==> config.mk <==
export PLATFORM = sky130hd
export DESIGN_NAME = uart_rx_framed
export DESIGN_NICKNAME = d
export VERILOG_FILES = /design/src/rtl/uart_rx_framed.sv
export SDC_FILE = /design/constraint.sdc
export NUM_CORES = 1
export LEC_CHECK = 0
export ABC_AREA = 1
export BUFFER_PORTS_ARGS = -buffer_cell sky130_fd_sc_hd__buf_2
export CELL_PAD_IN_SITES_DETAIL_PLACEMENT = 2
export CELL_PAD_IN_SITES_GLOBAL_PLACEMENT = 2
export CORE_MARGIN = 5
export CORE_UTILIZATION = 32
export DETAILED_ROUTE_END_ITERATION = 16
export HOLD_SLACK_MARGIN = 0.12
export MAX_ROUTING_LAYER = met4
export PLACE_DENSITY_LB_ADDON = 0.1
export REMOVE_ABC_BUFFERS = 1
export SLEW_MARGIN = 20
export SYNTH_ARGS = -nofsm -noshare
export SYNTH_HDL_FRONTEND = slang
export SYNTH_SLANG_ARGS = --single-unit
export TNS_END_PERCENT = 20
==> constraint.sdc <==
create_clock -name clk -period 1.5 [get_ports clk]
set_input_delay 0.075 -clock clk [delete_from_list [all_inputs] [get_ports clk]]
set_output_delay 0.075 -clock clk [all_outputs]
set_load 0.05 [all_outputs]
==> src/rtl/uart_rx_framed.sv <==
// Framed UART receiver: configurable data width, parity and stop bits, majority-vote
// sampling, false-start rejection and parity/framing/break reporting.
module uart_rx_framed #(
  parameter int unsigned DIVISOR   = 1024,
  parameter int unsigned DATA_BITS = 8,
  parameter int unsigned PARITY    = 0,
  parameter int unsigned STOP_BITS = 1
) (
  input  logic                 clk,
  input  logic                 rst,
  input  logic                 rxi,
  output logic [DATA_BITS-1:0] data,
  output logic                 valid,
  output logic                 parity_err,
  output logic                 frame_err,
  output logic                 break_det,
  output logic                 busy
);

  localparam int unsigned CW = $clog2(DIVISOR);
  localparam int unsigned BW = $clog2(DATA_BITS + 3);
  localparam int unsigned MID = DIVISOR / 2;

  localparam logic [CW-1:0] MID_M1   = CW'(MID - 1);
  localparam logic [CW-1:0] MID_C    = CW'(MID);
  localparam logic [CW-1:0] MID_P1   = CW'(MID + 1);
  localparam logic [CW-1:0] LAST_CNT = CW'(DIVISOR - 1);
  localparam logic [BW-1:0] LAST_DATA = BW'(DATA_BITS - 1);
  localparam logic [BW-1:0] LAST_STOP = BW'(STOP_BITS - 1);

  typedef enum logic [2:0] {
    S_IDLE,
    S_START,
    S_DATA,
    S_PARITY,
    S_STOP,
    S_BREAK_WAIT
  } state_t;

  state_t               state_q, state_d;
  logic                 meta_q, rs_q, rs_prev_q;
  logic [CW-1:0]        cnt_q, cnt_d;
  logic [BW-1:0]        bit_q, bit_d;
  logic [DATA_BITS-1:0] shift_q, shift_d;
  logic [1:0]           samp_q, samp_d;
  logic                 par_bit_q, par_bit_d;
  logic                 perr_q, perr_d;
  logic                 ferr_q, ferr_d;
  logic [DATA_BITS-1:0] data_q, data_d;
  logic                 valid_q, valid_d;
  logic                 perr_out_q, perr_out_d;
  logic                 ferr_out_q, ferr_out_d;
  logic                 brk_q, brk_d;

  logic maj;
  logic at_mid_m1, at_mid, at_decide, at_end;

  // Synchroniser idles high so a reset release never looks like a start edge.
  always_ff @(posedge clk or negedge rst) begin
    if (!rst) begin
      meta_q    <= 1'b1;
      rs_q      <= 1'b1;
      rs_prev_q <= 1'b1;
    end else begin
      // NOTE: non-blocking assignments let every flop sample pre-edge values, so
      // the order of statements in a clocked block never changes the hardware.
      meta_q    <= rxi;
      rs_q      <= meta_q;
      rs_prev_q <= rs_q;
    end
  end

  assign at_mid_m1 = (cnt_q == MID_M1);
  assign at_mid    = (cnt_q == MID_C);
  assign at_decide = (cnt_q == MID_P1);
  assign at_end    = (cnt_q == LAST_CNT);

  // Vote of the samples at Mid-1 and Mid with the live value at Mid+1.
  assign maj = (samp_q[0] & samp_q[1]) | (samp_q[0] & rs_q) | (samp_q[1] & rs_q);

  always_comb begin
    // NOTE: every output of this block is defaulted first; a path that leaves one
    // unassigned would otherwise infer a latch.
    state_d    = state_q;
    cnt_d      = cnt_q;
    bit_d      = bit_q;
    shift_d    = shift_q;
    samp_d     = samp_q;
    par_bit_d  = par_bit_q;
    perr_d     = perr_q;
    ferr_d     = ferr_q;
    data_d     = data_q;
    valid_d    = 1'b0;
    perr_out_d = 1'b0;
    ferr_out_d = 1'b0;
    brk_d      = 1'b0;

    if (state_q != S_IDLE && state_q != S_BREAK_WAIT) begin
      cnt_d = at_end ? '0 : cnt_q + 1'b1;
      if (at_mid_m1) samp_d[0] = rs_q;
      if (at_mid)    samp_d[1] = rs_q;
    end

    case (state_q)
      S_IDLE: begin
        if (rs_prev_q && !rs_q) begin
          state_d   = S_START;
          cnt_d     = '0;
          bit_d     = '0;
          perr_d    = 1'b0;
          ferr_d    = 1'b0;
          par_bit_d = 1'b0;
        end
      end

      S_START: begin
        if (at_decide && maj) begin
          state_d = S_IDLE;
        end else if (at_end) begin
          state_d = S_DATA;
        end
      end

      S_DATA: begin
        if (at_decide) shift_d = {maj, shift_q[DATA_BITS-1:1]};
        if (at_end) begin
          if (bit_q == LAST_DATA) begin
            bit_d   = '0;
            state_d = (PARITY != 0) ? S_PARITY : S_STOP;
          end else begin
            bit_d = bit_q + 1'b1;
          end
        end
      end

      S_PARITY: begin
        if (at_decide) begin
          par_bit_d = maj;
          perr_d    = (PARITY == 1) ? ~(^shift_q ^ maj) : (^shift_q ^ maj);
        end
        if (at_end) state_d = S_STOP;
      end

      S_STOP: begin
        if (at_decide) begin
          if (bit_q == '0 && !maj && shift_q == '0 && !par_bit_q) begin
            brk_d   = 1'b1;
            state_d = S_BREAK_WAIT;
          end else if (bit_q == LAST_STOP) begin
            // Leave half a bit early so a back-to-back start edge is not missed.
            valid_d    = 1'b1;
            data_d     = shift_q;
            perr_out_d = perr_q;
            ferr_out_d = ferr_q | ~maj;
            state_d    = S_IDLE;
          end else begin
            ferr_d = ferr_q | ~maj;
          end
        end else if (at_end) begin
          bit_d = bit_q + 1'b1;
        end
      end

      S_BREAK_WAIT: begin
        if (rs_q) state_d = S_IDLE;
      end

      default: state_d = S_IDLE;
    endcase
  end

  always_ff @(posedge clk or negedge rst) begin
    if (!rst) begin
      state_q    <= S_IDLE;
      cnt_q      <= '0;
      bit_q      <= '0;
      shift_q    <= '0;
      samp_q     <= 2'b11;
      par_bit_q  <= 1'b0;
      perr_q     <= 1'b0;
      ferr_q     <= 1'b0;
      data_q     <= '0;
      valid_q    <= 1'b0;
      perr_out_q <= 1'b0;
      ferr_out_q <= 1'b0;
      brk_q      <= 1'b0;
    end else begin
      state_q    <= state_d;
      cnt_q      <= cnt_d;
      bit_q      <= bit_d;
      shift_q    <= shift_d;
      samp_q     <= samp_d;
      par_bit_q  <= par_bit_d;
      perr_q     <= perr_d;
      ferr_q     <= ferr_d;
      data_q     <= data_d;
      valid_q    <= valid_d;
      perr_out_q <= perr_out_d;
      ferr_out_q <= ferr_out_d;
      brk_q      <= brk_d;
    end
  end

  assign data       = data_q;
  assign valid      = valid_q;
  assign parity_err = perr_out_q;
  assign frame_err  = ferr_out_q;
  assign break_det  = brk_q;
  assign busy       = (state_q != S_IDLE);

endmodule

# [Yosys cells after proc, flatten, opt, wreduce, memory -nomap -nowiden]
# Cells that the tools add are included.
[word_totals] ff_bits=45 in_bits=3 out_inout_bits=13 word_cells=122
[op_classes] n_addsub=2 n_eq_ne=24 muxes=45 bitwise=9 reduce_logical=25
[ops] operator="$mux 10" count=4
[ops] operator="$eq 10x10->1 const B" count=3
[ops] operator="$mux 3" count=10
[ops] operator="$ne 2x2->1 const B" count=11
[ops] operator="$mux 1" count=21
[ops] operator="$mux 4" count=5
[ops] operator="$pmux 3 s6" count=1
[ops] operator="$pmux 4 s3" count=1
[ops] operator="$add 10x1->10 const B" count=1
[ops] operator="$eq 10x9->1 const B" count=1
[ops] operator="$reduce_and 5->1" count=2
[ops] operator="$ne 3x3->1 const B" count=3
[ops] operator="$logic_not 8->1" count=1
[ops] operator="$reduce_and 8->1" count=1
[ops] operator="$reduce_xor 8->1" count=1
[ops] operator="$eq 3x2->1 const B" count=2
[ops] operator="$eq 3x3->1 const B" count=2
[ops] operator="$logic_and 1x1->1" count=6
[ops] operator="$pmux 1 s2" count=3
[ops] operator="$reduce_and 2->1" count=3
[ops] operator="$reduce_bool 3->1" count=2
[ops] operator="$add 4x1->4 const B" count=1
[ops] operator="$eq 4x3->1 const B" count=1
[ops] operator="$logic_not 4->1" count=1
[ops] operator="other kinds (10)" count=18

# [Longest topological paths before layout]
[logic_depth] word_depth=10 mapped_depth=12

# [Worst setup path before layout]
# No wires, ideal clock.
[synth_timing] path_kind="register -> register" from="reg state_q[1]" to="reg ferr_q" setup_time_ps=129 t_arrival_ps=1489 required_time_ps=1371 slack_ps=-118 stages_incl_launch_ff=7 n_path_buf=0 period_less_slack_ps=1618 cell_sequence="dfrtp_1 nor2_1 nand2_2 nor2_1 nor2_1 o21ai_0 o21ai_0"
[synth_via] elab_chain_cells=3
[synth_rtl] item="from (decl)" line="40" source="state_t state_q, state_d;"
[synth_rtl] item="from (signal assigned)" line="188" source="state_q <= state_d;"
[synth_rtl] item="$eq 3x3->1 or $logic_not 3->1 (tied branches)" line="104" source="case (state_q)"
[synth_rtl] item="$ne 2x2->1 (no line) or $reduce_bool 2->1 (tied branches)"
[synth_rtl] item="$reduce_and 5->1 (no line)"
[synth_rtl] item="to (signal assigned)" line="195" source="ferr_q <= ferr_d;"
[synth_rtl] item="to (decl)" line="48" source="logic ferr_q, ferr_d;"
# Parallel ways exist; a longest one is shown, timed or not.
# A chain may end at the register's enable or synchronous reset.

# [Worst setup path after layout]
[layout_timing] from="reg shift_q[5]" to="reg data_q[7] (netlist: data[7])"
[layout_via] elab_chain_cells=5
[layout_rtl] item="from (decl)" line="44" source="logic [DATA_BITS-1:0] shift_q, shift_d;"
[layout_rtl] item="from (signal assigned)" line="191" source="shift_q <= shift_d;"
[layout_rtl] item="$logic_not 8->1" line="146" source="if (bit_q == '0 && !maj && shift_q == '0 && !par_bit_q) begin"
[layout_rtl] item="$logic_and 1x1->1 (2 in series)" line="146"
[layout_rtl] item="$not 1->1 (no line)"
[layout_rtl] item="$reduce_and 4->1 (no line)"
[layout_rtl] item="to (signal assigned)" line="196" source="data_q <= data_d;"
[layout_rtl] item="to (decl)" line="49" source="logic [DATA_BITS-1:0] data_q, data_d;"
# Every way passes these cells.

==> results.toml <==
[detailed_routing]
vias = 2390
top_signal_layer_used = "met4"
detail_route.wirelength.met1_um = 4290
wl_met3_um = 253
drcViolationCount = 0
drt-total-wl_um = 10300
drt_first_pass_iters = 4
drt-initial-drc-count = 35
wl_met2_um = 5520
routed_via_count_divided_by_cell_count = 4.95
detail_routed_net_length_per_standard_cell_um = 21.3
drt.antenna.violating_nets = 0

[die]
floorplan.die_area_mm2 = 0.00899
core.rowCount = 31
top_level_ports = 16
die_x_um = 94.8
floorplan.core_area_mm2 = 0.00714
initial_utilization_pct = 32.2
die_h_um = 94.8

[logic_synthesis]
synth_area_leader_cell = "dfrtp_1"
synth_largest_type_area_fraction_pct = 43.5
synth_warnings = 0
synth_enable_flop_cells = 0
syn-instance-count = 284
post_synth_instance_area_mm2 = 0.00230
yosys_register_bits = 45
synthesis.area_per_instance_um2 = 8.10
synth_top_cells_by_area = "dfrtp_1 (44%), nand2_1 (13%), dfstp_2 (5.7%)"
synth_seq_area_share_pct = 49.2
synth-async-reset-ratio_pct = 100
post_synth_num_cell_types = 30
post_synth_top_flop = "dfrtp_1"

[worst_setup_path]
worstPathArrival_ns = 1.93
worst-r2r-setup-slack_ns = -0.19
worst-setup-path-type = "flip-flop to flip-flop"
cp-end-kind = "flip-flop"
path_max_fanout = 5
startpoint_type = "flip-flop"
timing.critical_path.required_ns = 1.74

[power_and_ir_drop]
report.power.total_mw = 5.24
total_leakage_power_nw = 1.74
pwr_density_cell_mw_per_mm2 = 1470
worst_case_vdd_ir_drop_mv = 1.23

[timing]
maxSlewHeadroom_pct = 65.9
drv_slew = 0
setup_viol = 41
setup_slack_ns = -0.189
post-route-min-period_ns = 1.69
tightest_slew_ns = 0.512
unrepaired_setup_endpoints_after_global_routing = "true"
fin_crit_sh_pct = 113
finalClockSkew_ns = 0.0140
timing.final.hold_violations = 0
fmax_mhz = 592

[global_routing]
grt_start_max_net_pins = 21
grtUsageTotal_pct = 22.6
first_global_vias = 2647
grt_first_pass_wirelength_um = 14600
globalRouteOverflowTotal = 0
grt_antenna_before_repair = 0

[clocking]
cts-buffers-inserted = 5
cts.clk_slew.worst_paths_ns = 0.09
htree_levels = 2
clk_latency_ns = 0.33
tritoncts = "built"
cts.sinks = 45
max-clock-path-buffers = 2
cts-root-buf = "clkbuf_8"

[worst_hold_path]
min-delay-path-class = "input pin to asynchronous set/reset pin"

[final_layout]
layout-drive-gt1-share_pct = 47.7
fin_nets = 395
final-instance-count-excl-fill = 483
mostFrequentLayoutCells = "buf_4 (60), nand2_1 (57), dfrtp_1 (38), inv_1 (23), nand2_2 (22)"
antennaDiodeCount = 0
syn2layout_area_growth_pct = 55.1
most_frequent_standard_cell_in_the_layout_excluding_fill_and_tap_cells = "buf_4"
final_design_area_no_fill_mm2 = 0.00357

[placed_design]
port_buffers = 15
dpl_cell_area_mm2 = 0.00292
dp_hpwl_um = 5520
pre_cts_ws_ns = -0.300
placedCellCount = 452
place.gp.congestion = 0.771

[flow_run]
maxCapViolCount = 0

[run_status]
violations = "negative setup slack"
outcome = "complete, but fails checks"
## registers in the layout (all words and copies together), names as in the netlist
signal / flops
bit_q: 4
meta_q: 1
valid: 1
rs_q: 1
par_bit_q: 1
data: 8
state_q: 3
perr_q: 1
frame_err: 1
ferr_q: 1
parity_err: 1
shift_q: 8
cnt_q: 10
rs_prev_q: 1
break_det: 1
samp_q: 2
## report_power, final
part	internal [mW]	switching, mW	total, mW
clock network	0.495	0.460	0.956
registers	1.35	0.165	1.52
logic	1.16	1.61	2.77
## final timing paths
path / from / endpoint / depth (start not counted)
max: shift_q[5]$_DFFE_PN0P_ / data[7]$_DFFE_PN0P_ / 11
min: rst / cnt_q[9]$_DFF_PN0_ / 2
max reg2reg: shift_q[5]$_DFFE_PN0P_ / data[7]$_DFFE_PN0P_ / 11
min reg2reg: meta_q$_DFF_PN1_ / rs_q$_DFF_PN1_ / 0
max in group asynchronous: rst / samp_q[1]$_DFFE_PN1P_ / 3
min in group clk: meta_q$_DFF_PN1_ / rs_q$_DFF_PN1_ / 0
## metal layers
layer | global-route usage [%] | vias up
met3 | 3.75 | 19
met4 | 7.57 | 0
met2 | 39.8 | 37
met5 | - | -
met1 | 26.1 | 1228
li1 | - | 1106
## per-stage QoR
step                      setup TNS (ns)  utilization [%]  hold WS [ns]
after floorplan                   -0.241                -        -0.221
after global placement             -3.19             40.9        0.0722
after detailed placement           -4.99             40.9        0.0768
after CTS                          -2.07             47.5         0.279
after global routing               -7.94             50.0         0.276
final                              -4.61             50.0         0.245
## cell families (layout without fill, tap and decap cells)
kind of cell	after synthesis	after routing	synth area share, %
flops	45	45	49.2
buf+inv	38	135	6.63
compound gates	36	36	8.21
simple gates	150	153	28.8
xor+xnor	6	6	2.28
fa+ha+maj	9	9	4.89
## cells in the mapped netlist, types with 2 or more instances
cell      number
inv_1         33
dfstp_2        5
nand4_1        2
o21ai_1        7
nor2_1        31
nor3_2         3
o21ai_0       17
nand2_1       79
inv_2          2
a21oi_1        8
nand2_2        3
xor2_1         2
xnor2_1        4
dfrtp_1       40
nor2_2         5
ha_1           9
nand3b_1       2
nor3_1         3
nand3_1       18
## worst max-delay path: stages, from the launching register on
cell and delay [ns]:
dfrtp_1 0.41, inv_2 0.11, ha_4 0.14, nand2_1 0.09
nor2_2 0.17, nand2_2 0.09, nor2_4 0.15, nor2_4 0.07
buf_6 0.13, nand2_8 0.09, nand2_2 0.05, o21ai_1 0.10
## final cells by class
type / instances / area [um^2]
inverters: 36 / 138
clock inverters: 2 / 35.0
clock buffers: 6 / 72.6
well taps: 99 / 124
fillers: 796 / 3570
repair buffers: 91 / 721
multi-input cells: 204 / 1340
flip-flops and latches: 45 / 1130
## what timing repair did
action                                  4_1_cts  5_1_grt
pin swaps                                    18       14
cloned                                        3        0
endpoints found under the hold margin        38        0
endpoints found under the setup margin       41       43
buffers inserted                             10        8
resized for setup                            62       43
hold buffers                                  2        0
Power figures use the tool's default switching activity.
